==> config.mk <==
export PLATFORM = sky130hd
export DESIGN_NAME = tx_ds_char_fifo
export DESIGN_NICKNAME = d
export VERILOG_FILES = /design/src/rtl/tx_ds_char_fifo.sv
export SDC_FILE = /design/constraint.sdc
export NUM_CORES = 1
export LEC_CHECK = 0
export CELL_PAD_IN_SITES_DETAIL_PLACEMENT = 1
export CELL_PAD_IN_SITES_GLOBAL_PLACEMENT = 1
export CORE_MARGIN = 2
export CORE_UTILIZATION = 40
export CTS_BUF_LIST = sky130_fd_sc_hd__clkbuf_2 sky130_fd_sc_hd__clkbuf_4 sky130_fd_sc_hd__clkbuf_8
export CTS_CLUSTER_DIAMETER = 200
export DETAILED_ROUTE_END_ITERATION = 16
export HOLD_SLACK_MARGIN = 0.12
export MAX_ROUTING_LAYER = met4
export PLACE_DENSITY_LB_ADDON = 0.15
export SETUP_SLACK_MARGIN = 0.05
export SYNTH_ARGS = -nofsm -noshare
export SYNTH_HDL_FRONTEND = slang
export SYNTH_SLANG_ARGS = --single-unit
==> constraint.sdc <==
create_clock -name TxClk -period 3.1 [get_ports TxClk]
set_input_delay 0.31 -clock TxClk [delete_from_list [all_inputs] [get_ports TxClk]]
set_output_delay 0.31 -clock TxClk [all_outputs]
set_load 0.05 [all_outputs]
==> src/rtl/tx_ds_char_fifo.sv <==
// tx_ds_char_fifo: FIFO-buffered Data/Strobe character transmitter.
// Characters (normal or link) enter through a valid/ready handshake into a
// FIFO and are serialised as parity, flag, then data bits LSB first.
// Each line bit lasts BIT_DIV+1 TxClk cycles.
// Optional build macro TX_NULL_EN: adds idle_null_i. When the FIFO is empty
// the transmitter then fills idle time with NULL (ESC followed by FCT).
module tx_ds_char_fifo #(
   parameter int unsigned DATA_W     = 8,
   parameter int unsigned LCHAR_W    = 2,
   parameter int unsigned FIFO_DEPTH = 4,
   parameter int unsigned BIT_DIV    = 0
) (
   input  logic                        TxClk,
   input  logic                        TxReset,
   input  logic                        valid_i,
   input  logic [DATA_W-1:0]           dat_i,
   input  logic                        lchar_i,
`ifdef TX_NULL_EN
   input  logic                        idle_null_i,
`endif
   output logic                        ready_o,
   output logic                        D_o,
   output logic                        S_o,
   output logic                        busy_o,
   output logic [$clog2(FIFO_DEPTH):0] level_o
);

   localparam int unsigned PTR_W = $clog2(FIFO_DEPTH);
   localparam int unsigned LVL_W = PTR_W + 1;
   localparam int unsigned DIV_W = 8;
   localparam int unsigned BIT_W = $clog2(DATA_W);
   localparam logic [DATA_W-1:0] LMASK = DATA_W'((32'd1 << LCHAR_W) - 32'd1);

   typedef struct packed {
      logic              lchar;
      logic [DATA_W-1:0] data;
   } char_t;

   typedef enum logic [1:0] {
      ST_IDLE,
      ST_PAR,
      ST_FLAG,
      ST_DATA
   } state_t;

   char_t              mem_q [FIFO_DEPTH];
   logic [PTR_W-1:0]   wr_ptr_q, wr_ptr_d;
   logic [PTR_W-1:0]   rd_ptr_q, rd_ptr_d;
   logic [LVL_W-1:0]   level_q, level_d;
   logic               ready_q, ready_d;

   state_t             state_q, state_d;
   logic [DIV_W-1:0]   div_q, div_d;
   logic [BIT_W-1:0]   bit_q, bit_d;
   logic [DATA_W-1:0]  shift_q, shift_d;
   logic               flag_q, flag_d;
   logic               acc_q, acc_d;
   logic               d_line_q, d_line_d;
   logic               s_line_q, s_line_d;
   logic               busy_q, busy_d;
`ifdef TX_NULL_EN
   logic               nul_pend_q, nul_pend_d;
`endif

   logic               push_c;
   logic               pop_c;
   logic               load_c;
   logic               bit_end_c;
   logic               last_data_c;
   logic               done_c;
   logic               tx_stb_c;
   logic               tx_bit_c;
   char_t              ld_char_c;

   // Character storage; written on accepted pushes only.
   always_ff @(posedge TxClk) begin
      if (!TxReset && push_c) begin
         mem_q[wr_ptr_q] <= char_t'({lchar_i, dat_i});
      end
   end

   // State and datapath registers with synchronous reset.
   always_ff @(posedge TxClk) begin
      if (TxReset) begin
         wr_ptr_q   <= '0;
         rd_ptr_q   <= '0;
         level_q    <= '0;
         ready_q    <= 1'b1;
         state_q    <= ST_IDLE;
         div_q      <= '0;
         bit_q      <= '0;
         shift_q    <= '0;
         flag_q     <= 1'b0;
         acc_q      <= 1'b0;
         d_line_q   <= 1'b0;
         s_line_q   <= 1'b0;
         busy_q     <= 1'b0;
`ifdef TX_NULL_EN
         nul_pend_q <= 1'b0;
`endif
      end else begin
         wr_ptr_q   <= wr_ptr_d;
         rd_ptr_q   <= rd_ptr_d;
         level_q    <= level_d;
         ready_q    <= ready_d;
         state_q    <= state_d;
         div_q      <= div_d;
         bit_q      <= bit_d;
         shift_q    <= shift_d;
         flag_q     <= flag_d;
         acc_q      <= acc_d;
         d_line_q   <= d_line_d;
         s_line_q   <= s_line_d;
         busy_q     <= busy_d;
`ifdef TX_NULL_EN
         nul_pend_q <= nul_pend_d;
`endif
      end
   end

   // Serializer sequencing, character loading, D/S encoding and FIFO bookkeeping.
   always_comb begin
      state_d     = state_q;
      div_d       = div_q;
      bit_d       = bit_q;
      shift_d     = shift_q;
      flag_d      = flag_q;
      acc_d       = acc_q;
      d_line_d    = d_line_q;
      s_line_d    = s_line_q;
      busy_d      = busy_q;
`ifdef TX_NULL_EN
      nul_pend_d  = nul_pend_q;
`endif
      pop_c       = 1'b0;
      load_c      = 1'b0;
      tx_stb_c    = 1'b0;
      tx_bit_c    = 1'b0;
      ld_char_c   = mem_q[rd_ptr_q];
      push_c      = valid_i & ready_q;
      bit_end_c   = (div_q == DIV_W'(BIT_DIV));
      last_data_c = flag_q ? (bit_q == BIT_W'(LCHAR_W - 1))
                           : (bit_q == BIT_W'(DATA_W - 1));

      if (state_q != ST_IDLE) begin
         div_d = bit_end_c ? '0 : div_q + DIV_W'(1);
      end

      case (state_q)
         ST_IDLE: begin
         end
         ST_PAR: begin
            if (bit_end_c) begin
               state_d  = ST_FLAG;
               tx_stb_c = 1'b1;
               tx_bit_c = flag_q;
            end
         end
         ST_FLAG: begin
            if (bit_end_c) begin
               state_d  = ST_DATA;
               bit_d    = '0;
               tx_stb_c = 1'b1;
               tx_bit_c = shift_q[0];
            end
         end
         ST_DATA: begin
            if (bit_end_c) begin
               if (last_data_c) begin
                  state_d = ST_IDLE;
                  busy_d  = 1'b0;
               end else begin
                  bit_d    = bit_q + BIT_W'(1);
                  shift_d  = shift_q >> 1;
                  tx_stb_c = 1'b1;
                  tx_bit_c = shift_q[1];
               end
            end
         end
         default: begin
            state_d = ST_IDLE;
            busy_d  = 1'b0;
         end
      endcase

      // A new character may start from idle or straight after the last data bit.
      done_c = (state_q == ST_IDLE) || ((state_q == ST_DATA) && bit_end_c && last_data_c);

      if (done_c) begin
`ifdef TX_NULL_EN
         // The FCT half of a NULL always goes out before any queued character.
         if (nul_pend_q) begin
            load_c          = 1'b1;
            ld_char_c.lchar = 1'b1;
            ld_char_c.data  = '0;
            nul_pend_d      = 1'b0;
         end else if (level_q != '0) begin
            load_c = 1'b1;
            pop_c  = 1'b1;
         end else if (idle_null_i) begin
            load_c          = 1'b1;
            ld_char_c.lchar = 1'b1;
            ld_char_c.data  = '1;
            nul_pend_d      = 1'b1;
         end
`else
         if (level_q != '0) begin
            load_c = 1'b1;
            pop_c  = 1'b1;
         end
`endif
      end

      if (load_c) begin
         state_d  = ST_PAR;
         div_d    = '0;
         busy_d   = 1'b1;
         flag_d   = ld_char_c.lchar;
         shift_d  = ld_char_c.data;
         // Odd parity over previous character's data plus this flag.
         tx_stb_c = 1'b1;
         tx_bit_c = ~(ld_char_c.lchar ^ acc_q);
         acc_d    = ^(ld_char_c.lchar ? (ld_char_c.data & LMASK) : ld_char_c.data);
      end

      // Strobe toggles when the data line would not change.
      if (tx_stb_c) begin
         d_line_d = tx_bit_c;
         s_line_d = s_line_q ^ (tx_bit_c == d_line_q);
      end

      wr_ptr_d = push_c ? wr_ptr_q + PTR_W'(1) : wr_ptr_q;
      rd_ptr_d = pop_c  ? rd_ptr_q + PTR_W'(1) : rd_ptr_q;
      level_d  = level_q + LVL_W'(push_c) - LVL_W'(pop_c);
      ready_d  = (level_d < LVL_W'(FIFO_DEPTH));
   end

   assign ready_o = ready_q;
   assign D_o     = d_line_q;
   assign S_o     = s_line_q;
   assign busy_o  = busy_q;
   assign level_o = level_q;

endmodule

Word-level counts from Yosys, hierarchy flattened

Memory sizes are Yosys's and may differ from the RTL's. A register that Yosys moved wholly into a read port is not among the register bits.
Cells that the tools add are included.

Equality and inequality tests: 16
Order comparisons: 1
Multiplexer cells: 38
$add $sub $neg: 6
Bitwise gates (word level): 4
Reduce and logical (&&, ||, !) cells: 23

Operators with widths:

| kind                | count |
|---|---|
| $mux 8              | 6 |
| $mux 1              | 19 |
| $mux 2              | 6 |
| $ne 2x2->1 const B  | 6 |
| $ne 3x3->1 const B  | 4 |
| $reduce_and 5->1    | 2 |
| $reduce_bool 2->1   | 5 |
| $mux 3              | 3 |
| $add 8x1->8 const B | 1 |
| $logic_not 8->1     | 1 |
| $reduce_xor 8->1    | 1 |
| $pmux 2 s3          | 1 |
| $pmux 3 s2          | 1 |
| $reduce_and 3->1    | 2 |
| $reduce_bool 3->1   | 2 |
| $add 2x1->2 const B | 2 |
| $eq 2x2->1 const B  | 2 |
| $reduce_and 4->1    | 1 |
| $reduce_bool 4->1   | 1 |
| $reduce_or 2->1     | 2 |
| $add 3x1->3         | 1 |
| $add 3x1->3 const B | 1 |
| $eq 3x1->1 const B  | 1 |
| $eq 3x3->1 const B  | 1 |
| other kinds (13)    | 16 |

Output and inout bits: 7
Register bits: 34
Logic and storage cells: 103
Bits in writable memories: 36
Input bits: 12
Memories: 1

Memories:

| name  | depth | width | rd ports | clocked after memory_dff | wr ports | RTL line | text |
|---|---|---|---|---|---|---|---|
| mem_q | 4     | 9     | 1        | 1                        | 1        | 46       | `char_t mem_q [FIFO_DEPTH];` |

Depth between registers and ports, before layout

Gate-level depths: netlist of run 1.

Depth after elaboration: 8
Mapped depth: 14
Mapped depth without buffers: 13

Worst setup path after synthesis of run 1

Ideal clock, no wire load.

Path kind: reg2reg
From: register div_q[0]
To: register ready_q (netlist: ready_o)
Data required time: 2.990 ns
Library setup time: 0.110 ns
Clock period less this slack: 3.143 ns
Cell stages (with the launch flop): 15
Buffers on the path: 1
Path slack: -0.043 ns
Arrival: 3.033 ns
Cells stage by stage: dfxtp_1 inv_1 ha_1 or4b_1 or4_1 buf_6 o31ai_4 xnor2_1 ha_1 inv_1 fa_1 xnor2_1 xnor2_1 and2_1 inv_1

Cells in the longest elaborated chain, start to end: 7

RTL lines:

| item                            | RTL line | text |
|---|---|---|
| start: declaration              | 53       | `logic [DIV_W-1:0] div_q, div_d;` |
| start signal: assignment        | 107      | `div_q <= div_d;` |
| $logic_not 8->1                 | 141      | `bit_end_c = (div_q == DIV_W'(BIT_DIV));` |
| $logic_and 1x1->1 (2 in series) | 187      | `done_c = (state_q == ST_IDLE) \|\| ((state_q == ST_DATA) && bit_end_c && last_data_c);` |
| $logic_or 1x1->1                | 187      |  |
| $mux 1                          | 189      | `if (done_c) begin` |
| $sub 3x1->3                     | 234      | `level_d = level_q + LVL_W'(push_c) - LVL_W'(pop_c);` |
| $lt 3x3->1                      | 235      | `ready_d = (level_d < LVL_W'(FIFO_DEPTH));` |
| end signal: assignment          | 105      | `ready_q <= ready_d;` |
| end: declaration                | 50       | `logic ready_q, ready_d;` |

No other way between the ends.
A chain may end at the register's enable or synchronous reset.

Final worst setup path of run 1

Ends and elaborated chain as after synthesis.

==> impl_metrics.yaml, run 1 <==
setup_path:
  start_kind: "register"
  cp_data_arrival_time_ns: 3.21
  worst-setup-path-type: "reg -> reg"
  r2r_setup_slack_ns: 0.13
  crit_slowest_cell: "or4b_4"
  crit_required_ns: 3.34
  critPathMaxFanout: 4
  slowest_delay_ns: 0.46
  worst_setup_path_end_kind: "register"
  path_cells: "inv_2, ha_1, or4b_4, or4_4, o31ai_4, xnor2_1, ha_2, inv_2, fa_2, xnor2_2, xnor2_1, and2_1, inv_1"
floorplan:
  row_count: 32
  die_area_sq_um: 8790
  start_util: 0.415
  die_w_um: 93.8
  die_h_um: 93.8
  io_pins: 19
  core_area_sq_um: 7770
power_and_ir_drop:
  power_density_nw_per_um2: 899
  p_leak_nw: 1.32
  ir_drop_v: 0.000498
synthesis:
  async_reset_ff_frac: 0
  ys_seq_elements: 72
  yosysWarnings: 0
  synth_top_area_cell: "edfxtp_1"
  syn_nets: 290
  netlist_area_sq_um: 3220
  yosysTopAreaCellShare: 0.335
  synthTopCellsByArea: "edfxtp_1 34%, dfxtp_1 22%, mux4_2 6.3%"
  ys.flop_type: "edfxtp_1"
  netlist-cell-type-count: 43
  synth_edf_count: 36
  ys_seq_area_frac: 0.559
  synthCells: 263
  syn_area_per_cell_sq_um: 12.3
drt:
  viasPerCell: 5.03
  routed_wl_mm: 6.15
  initialDrtViolationCount: 78
  vias: 2001
  route.detailed.drc: 0
  final_antenna_net_count: 0
  avgRoutedWirePerCell_um: 15.4
  dr.pass1.iters: 4
clock_network:
  path_clk_slew_ns: 0.08
  cts_tree: "yes"
  holdBufCountCts: 0
  cts_setup_buffers: 0
  cts_root_buffer: "clkbuf_8"
  cts_buffers: 9
  htreeDepth: 3
  clkSinkCount: 72
  clk_path_buf_depth: 2
  clock_latency_ns: 0.34
timing:
  holdWs_ns: 0.472
  rsz0062_at_grt: "yes"
  layout_worst_path_cycle_share: 0.957
  finalSetupViolCount: 0
  slew_headroom: 0.573
  fin_crit_ns: 2.97
  finalHoldViolations: 0
  fmax_mhz: 337
  clock_skew_ns: 0.00568
  slew_viol_final: 0
  worst_pin_slew_ns: 0.637
finish:
  instances_no_fill: 398
  n_antenna_cell: 0
  synthToLayoutAreaGrowth_pct: 16.0
  drive_above_1_share: 0.162
  layout.nets: 318
  fin_area_sq_um: 3740
status:
  status: "finished clean"
grt:
  overflow: 0
  grt_max_degree: 29
  first_global_vias: 2191
  antenna_found_initial: 0
  grt_pass1_wl_mm: 10.6
  track_usage: 0.164
place:
  hpwl_mm: 4.46
  place_inst: 382
  place_congestion: 0.763
  io_buffers: 18
  place_area_sq_um: 3550
run:
  max_cap_violations: 0
hold_path:
  hold_path_class: "reg -> reg"
==> sequential cells by signal, summed over array words and instances, names as in the netlist, named ones only <==
| signal | count |
|---|---|
| state_q | 2 |
| rd_ptr_q | 2 |
| ready_o | 1 |
| level_o | 3 |
| busy_o | 1 |
| D_o | 1 |
| wr_ptr_q | 2 |
| div_q | 8 |
| mem_q | 36 |
| acc_q | 1 |
| S_o | 1 |
| flag_q | 1 |
| bit_q | 3 |
| shift_q | 8 |
==> metal layers <==
layer | vias up | share of wire | global-route usage | routed length (um)
met5 | - | 0 | - | 0
met4 | 0 | 0.0096 | 0.0592 | 59
met3 | 4 | 0.024 | 0.0417 | 148
met2 | 21 | 0.50 | 0.271 | 3080
met1 | 976 | 0.47 | 0.194 | 2860
li1 | 1000 | - | - | -
==> layout by cell type, fill, tap and decap left out, types with 5 or more instances in the layout <==
cell type	n
ha_1	13
nor2_1	31
nand2_1	23
inv_1	7
nand3_1	5
and2_1	5
edfxtp_1	36
buf_4	9
clkbuf_8	9
a21oi_1	11
dfxtp_1	34
xor2_1	6
clkdlybuf4s50_1	18
mux4_2	9
a311oi_1	5
mux2i_1	5
xnor2_1	13
==> report_power, final <==
part	internal, W	leakage [nW]	switching [W]
Sequential	0.00116	0.623	0.000134
Combinational	0.000637	0.614	0.000777
Clock	0.000302	0.0823	0.000355
Total	0.00210	1.32	0.00127
==> synth_stat cells, drive strengths merged (2+ instances only) <==
| library cell | number |
|---|---|
| nor3b | 2 |
| mux2i | 5 |
| nor2 | 31 |
| or3 | 3 |
| nor2b | 4 |
| clkbuf | 5 |
| and2 | 5 |
| dfxtp | 36 |
| mux4 | 9 |
| edfxtp | 36 |
| o211ai | 4 |
| ha | 14 |
| xnor2 | 14 |
| a311oi | 6 |
| and3b | 2 |
| o21ai | 5 |
| inv | 10 |
| nor3 | 4 |
| buf | 5 |
| nand3 | 5 |
| xor2 | 6 |
| nand2 | 23 |
| o31ai | 2 |
| a21oi | 11 |
| a221oi | 2 |
==> critical path, delay by kind of cell (launching register included) <==
| family | cells | cell delay (ns) |
|---|---|---|
| flops | 1 | 0.36 |
| buf+inv | 3 | 0.12 |
| simple gates | 3 | 1.06 |
| compound gates | 1 | 0.23 |
| xor+xnor | 3 | 0.43 |
| fa+ha+maj | 3 | 0.66 |
==> area by class of cell <==
cell class	instances	area [sq um]
Clock buffer	10	131
Clock inverter	6	45.0
Multi-Input combinational cell	171	1340
Timing Repair Buffer	27	248
Sequential cell	72	1810
Inverter	10	37.5
Fill cell	843	4030
Tap cell	102	128
==> path summary, 6_finish.rpt <==
path                                  from         end  depth (start not counted)
worst min-delay path            shift_q[7]  shift_q[7]                          2
worst max register to register    div_q[0]     ready_o                         13
worst min register to register  shift_q[7]  shift_q[7]                          2
worst max-delay path              div_q[0]     ready_o                         13
==> logic make-up (layout without fill, tap and decap cells) <==
group                    after synthesis  count (layout)  synth area share
AO/OA/AOI/OAI                         35              35            0.0870
flip-flops                            72              72             0.559
buffers and inverters                 20              53            0.0307
XOR/XNOR                              20              20            0.0543
multiplexers                          15              15            0.0819
AND/OR/NAND/NOR                       86              86             0.127
adder cells (fa/ha/maj)               15              15            0.0606
==> what timing repair did <==
action / in CTS / in global routing
setup endpoints to repair: 0 / 2
gates resized for setup: 0 / 4
endpoints found under the hold margin: 0 / 0
==> metrics by stage <==
| stage | worst slack [ns] | power [W] | utilization | TNS, ns |
|---|---|---|---|---|
| 3_5_place_dp | 0.0636 | 0.00274 | 0.457 | 0 |
| 2_1_floorplan | -0.0122 | 0.00240 | - | -0.0122 |
| 3_3_place_gp | 0.144 | 0.00271 | 0.457 | 0 |
| 4_1_cts | 0.0581 | 0.00341 | 0.480 | 0 |
| 5_1_grt | -0.0574 | 0.00361 | 0.481 | -0.0574 |
| 6_report | 0.134 | 0.00336 | 0.481 | 0 |
Power figures use the tool's default switching activity.
==> inputs of run 2 (changes only) <==
--- a/config.mk
+++ b/config.mk
@@ -5,8 +5,6 @@
 export SDC_FILE = /design/constraint.sdc
 export NUM_CORES = 1
 export LEC_CHECK = 0
-export CELL_PAD_IN_SITES_DETAIL_PLACEMENT = 1
-export CELL_PAD_IN_SITES_GLOBAL_PLACEMENT = 1
 export CORE_MARGIN = 2
 export CORE_UTILIZATION = 40
 export CTS_BUF_LIST = sky130_fd_sc_hd__clkbuf_2 sky130_fd_sc_hd__clkbuf_4 sky130_fd_sc_hd__clkbuf_8
==> run 2 against run 1 <==
- clock-buffer cell count unchanged
- clock skew grew 0.0020 ns
- total power is 2.4% higher
- worst hold slack lost 0.0072 ns
- largest power group unchanged
- first-iteration DRC count decreased by 15%
- final cell count increased by 0.25%
==> impl_metrics.yaml, run 2 (synthesis gave the netlist of run 1 again) <==
grt:
  first_global_vias: 1987
  overflow: 0
  track_usage: 0.152
  antenna_found_initial: 0
  grt_max_degree: 29
  grt_pass1_wl_mm: 9.83
clock_network:
  holdBufCountCts: 0
  cts_buffers: 9
  cts_tree: "yes"
  path_clk_slew_ns: 0.08
  cts_setup_buffers: 0
  clock_latency_ns: 0.35
  cts_root_buffer: "clkbuf_8"
  clk_path_buf_depth: 2
  clkSinkCount: 72
  htreeDepth: 3
floorplan:
  die_area_sq_um: 8790
  die_w_um: 93.8
  io_pins: 19
  start_util: 0.415
  die_h_um: 93.8
  core_area_sq_um: 7770
  row_count: 32
finish:
  n_antenna_cell: 0
  final_common_cell: "edfxtp_1"
  layout.nets: 319
  top_register: "mem_q"
  final_cell_mix: "36 x edfxtp_1, 34 x dfxtp_1, 31 x nor2_1, 23 x nand2_1, 18 x clkdlybuf4s50_1"
  instances_no_fill: 399
  drive_above_1_share: 0.162
  top_regs: "mem_q: 36 flops, div_q: 8 flops, shift_q: 8 flops"
  largest_reg_flops: 36
  synthToLayoutAreaGrowth_pct: 16.9
status:
  status: "finished clean"
timing:
  finalSetupViolCount: 0
  finalHoldViolations: 0
  rsz0062_at_grt: "yes"
  slew_headroom: 0.608
  clock_skew_ns: 0.00768
  fin_crit_ns: 2.94
  worst_pin_slew_ns: 0.583
  slew_viol_final: 0
  layout_worst_path_cycle_share: 0.948
  fmax_mhz: 340
  holdWs_ns: 0.465
setup_path:
  crit_required_ns: 3.35
  worst-setup-path-type: "reg -> reg"
  slowest_delay_ns: 0.47
  path_buf_inv: 3
  cp_data_arrival_time_ns: 3.19
  path_cells: "inv_2, ha_1, or4b_1, or4_4, o31ai_4, xnor2_1, ha_2, inv_1, fa_2, xnor2_2, xnor2_1, and2_4, inv_1"
  critPathMaxFanout: 4
  start_kind: "register"
  worst_path_dominant_cell_family: "simple AND/OR/NAND/NOR gates"
  worst_setup_path_end_kind: "register"
  crit_slowest_cell: "or4_4"
drt:
  final_antenna_net_count: 0
  vias: 1989
  route.detailed.drc: 0
  avgRoutedWirePerCell_um: 14.5
  initialDrtViolationCount: 66
  dr.pass1.iters: 4
  routed_wl_mm: 5.80
  viasPerCell: 4.98
place:
  hpwl_mm: 4.04
  place_congestion: 0.748
  place_inst: 383
  io_buffers: 18
hold_path:
  hold_path_class: "reg -> reg"
power_and_ir_drop:
  power_density_nw_per_um2: 914
  p_leak_nw: 1.34
  ir_drop_v: 0.000463
run:
  max_cap_violations: 0
-- run 2: cell type report --
type / instances / area, sq um
Timing Repair Buffer: 28 / 255
Fill cell: 727 / 4000
Tap cell: 102 / 128
Clock inverter: 6 / 70.1
Sequential cell: 72 / 1800
Multi-Input combinational cell: 171 / 1340
Clock buffer: 10 / 131
Inverter: 10 / 37.5
-- run 2: what timing repair did --
item | CTS | global route
endpoints found under the hold margin | 0 | 0
endpoints found under the setup margin | 0 | 2
gates resized for setup | 0 | 2
-- run 2: path summary, 6_finish.rpt --
| kind | startpoint | slack [ns] | depth (start not counted) | end |
|---|---|---|---|---|
| min reg2reg | acc_q | 0.46 | 2 | acc_q |
| max | div_q[0] | 0.16 | 13 | ready_o |
| min | acc_q | 0.46 | 2 | acc_q |
| max reg2reg | div_q[0] | 0.16 | 13 | ready_o |
-- run 2: routing by layer --
metal / global-route usage / routed length (um) / share of wire / vias to the layer above
met5: - / 0 / 0 / -
met4: 0.0435 / 76 / 0.013 / 0
met3: 0.0482 / 181 / 0.031 / 6
met2: 0.243 / 2810 / 0.49 / 25
met1: 0.187 / 2720 / 0.47 / 953
li1: - / - / - / 1005
-- run 2: power by group --
part | internal (W) | switching (W)
combinational | 0.000639 | 0.000769
clock | 0.000385 | 0.000369
sequential | 0.00115 | 0.000125
total | 0.00218 | 0.00126
-- run 2: worst reg2reg max path, delay by kind of cell, from the launching register on --
family                   cells  cell delay (ns)
AND/OR/NAND/NOR              3             1.09
adder cells (fa/ha/maj)      3             0.65
XOR/XNOR                     3             0.43
flip-flops                   1             0.35
AO/OA/AOI/OAI                1             0.21
buffers and inverters        3             0.13
-- run 2: metrics by stage --
stage | cell area [sq um] | setup TNS, ns | setup slack (ns) | util | total power [W]
2_1_floorplan | 3240 | -0.0122 | -0.0122 | - | 0.00240
3_3_place_gp | 3560 | 0 | 0.166 | 0.458 | 0.00271
3_5_place_dp | 3560 | 0 | 0.141 | 0.458 | 0.00272
4_1_cts | 3760 | 0 | 0.120 | 0.484 | 0.00348
5_1_grt | 3770 | 0 | 0.0111 | 0.485 | 0.00369
6_report | 3770 | 0 | 0.161 | 0.485 | 0.00344
==> inputs of run 3 (changes only) <==
--- a/config.mk
+++ b/config.mk
@@ -5,6 +5,7 @@
 export SDC_FILE = /design/constraint.sdc
 export NUM_CORES = 1
 export LEC_CHECK = 0
+export CORE_ASPECT_RATIO = 1.5
 export CORE_MARGIN = 2
 export CORE_UTILIZATION = 40
 export CTS_BUF_LIST = sky130_fd_sc_hd__clkbuf_2 sky130_fd_sc_hd__clkbuf_4 sky130_fd_sc_hd__clkbuf_8
==> run 3 against run 2 <==
- global-route usage increased by 0.56 points
- first-iteration DRC count grew 48%
- final cell count rose by 1.0%
- via count grew 0.90%
- total power rose by 4.6%
- combinational power increased by 3%
- clock skew decreased by 0.0014 ns
- sequential power barely moved
- critical path depth did not move
- clock-buffer cell count is 1 lower
- highest routed layer unchanged
==> impl_metrics.yaml, run 3 (synthesis gave the netlist of run 1 again) <==
floorplan:
  die_h_um: 114
  start_util: 0.408
  die_w_um: 77.3
  row_count: 40
  core_area_sq_um: 7910
  io_pins: 19
  die_area_sq_um: 8810
setup_path:
  cp_data_arrival_time_ns: 3.29
  critPathMaxFanout: 4
  cp.depth: 13
  worst-setup-path-type: "reg -> reg"
  reg2regPathDepth: 13
  crit_slowest_cell: "or4b_4"
  crit_required_ns: 3.35
  r2r-end: "ready_o"
  start_kind: "register"
  worst_setup_path_end_kind: "register"
  slowest_delay_ns: 0.45
  rr_startpoint: "div_q[0]"
  path_buf_inv: 3
  cpMostUsedCell: "xnor2_1"
  worst_path_dominant_cell_family: "simple AND/OR/NAND/NOR gates"
  r2r_setup_slack_ns: 0.07
  path_cells: "inv_4, ha_4, or4b_4, or4_4, o31ai_4, xnor2_1, ha_2, inv_2, fa_2, xnor2_2, xnor2_1, and2_1, inv_1"
grt:
  first_global_vias: 2025
  antenna_found_initial: 0
  overflow: 0
  grt_pass1_wl_mm: 10.0
  grt_max_degree: 29
  track_usage: 0.158
place:
  io_buffers: 18
  place_congestion: 0.703
  hpwl_mm: 4.28
drt:
  initialDrtViolationCount: 98
  final_antenna_net_count: 0
  avgRoutedWirePerCell_um: 14.8
  routed_wl_mm: 5.97
  vias: 2007
  route.detailed.drc: 0
  viasPerCell: 4.98
  dr.pass1.iters: 4
finish:
  final_common_cell: "edfxtp_1"
  final_cell_mix: "36 x edfxtp_1, 34 x dfxtp_1, 31 x nor2_1, 23 x nand2_1, 18 x clkdlybuf4s50_1"
  largest_reg_flops: 36
  synthToLayoutAreaGrowth_pct: 18.9
  top_regs: "mem_q: 36 flops, div_q: 8 flops, shift_q: 8 flops"
  multi_input_area_sq_um: 1360
  ff_latch_area_sq_um: 1810
  top_register: "mem_q"
  n_antenna_cell: 0
  fill_cells: 769
  drive_above_1_share: 0.168
  layout.nets: 320
hold_path:
  hp-start: "acc_q"
  hold_path_class: "reg -> reg"
  min_path_cells: 2
  whs_endpoint: "acc_q"
timing:
  finalSetupViolCount: 0
  fin_crit_ns: 3.03
  clock_skew_ns: 0.00628
  slew_viol_final: 0
  layout_worst_path_cycle_share: 0.979
  fmax_mhz: 330
  slew_headroom: 0.583
  tns_ns: 0
  finalHoldViolations: 0
  rsz0062_at_grt: "yes"
  holdWs_ns: 0.468
  worst_pin_slew_ns: 0.623
clock_network:
  clkSinkCount: 72
  cts_buffers: 9
  clk_path_buf_depth: 2
  htreeDepth: 3
  cts_root_buffer: "clkbuf_8"
  clock_latency_ns: 0.35
  path_clk_slew_ns: 0.08
  cts_tree: "yes"
power_and_ir_drop:
  ir_drop_v: 0.000560
  switching_share: 0.351
  internal-power_w: 0.00234
  netSwitchingPower_w: 0.00126
  p_leak_nw: 1.36
  comb_power_share: 0.403
  seq_power_share: 0.355
  p_clk_frac: 0.242
  power_density_nw_per_um2: 939
run:
  max_cap_violations: 0
status:
  status: "finished clean"
## run 3: worst max path at each step
stage                  start          to
global route        div_q[0]     ready_o
floorplan           div_q[0]  level_o[2]
finish              div_q[0]     ready_o
global placement    div_q[0]     ready_o
CTS                 div_q[0]     ready_o
detailed placement  div_q[0]     ready_o
## run 3: timing repair
action,CTS,global route
gates resized for setup,1,7
endpoints found under the hold margin,0,0
hold buffers,0,0
gates cloned,0,0
buffers inserted,0,1
endpoints found under the setup margin,1,2
## run 3: through the flow
step	instance area [sq um]	setup slack (ns)	util	power [W]	instances
after floorplan	3240	-0.0122	-	0.00240	263
after detailed placement	3560	0.101	0.451	0.00272	386
after CTS	3800	0.0679	0.481	0.00362	402
after global placement	3560	0.146	0.451	0.00271	386
after global routing	3830	-0.0233	0.485	0.00385	403
final	3830	0.0652	0.485	0.00360	403
## run 3: cell type report
| type | count | share of cell area |
|---|---|---|
| clock inverters | 7 | 0.0287 |
| inverters | 10 | 0.0104 |
| flip-flops and latches | 72 | 0.471 |
| well taps | 105 | 0.0343 |
| repair buffers | 29 | 0.0685 |
| clock buffers | 9 | 0.0323 |
| multi-input cells | 171 | 0.354 |
## run 3: worst min-delay path: cells and delay by family (launching register included)
| kind | cells | cell delay [ns] |
|---|---|---|
| AOI/OAI and AO/OA | 1 | 0.05 |
| and+or+nand+nor | 1 | 0.06 |
| DFF | 1 | 0.32 |
## run 3: metal layers
metal	vias to the layer above	part of all wire	track usage
met4	0	0.022	0.0786
met1	965	0.42	0.172
li1	1012	-	-
met2	22	0.53	0.261
met3	8	0.023	0.0475
met5	-	0	-
## run 3: power by group through the flow
stage               Sequential (W)  Clock (W)  Combinational (W)
floorplan                  0.00137          0            0.00102
global placement           0.00129          0            0.00141
detailed placement         0.00129          0            0.00143
CTS                        0.00127   0.000902            0.00145
global route               0.00130   0.000946            0.00161
finish                     0.00128   0.000871            0.00145
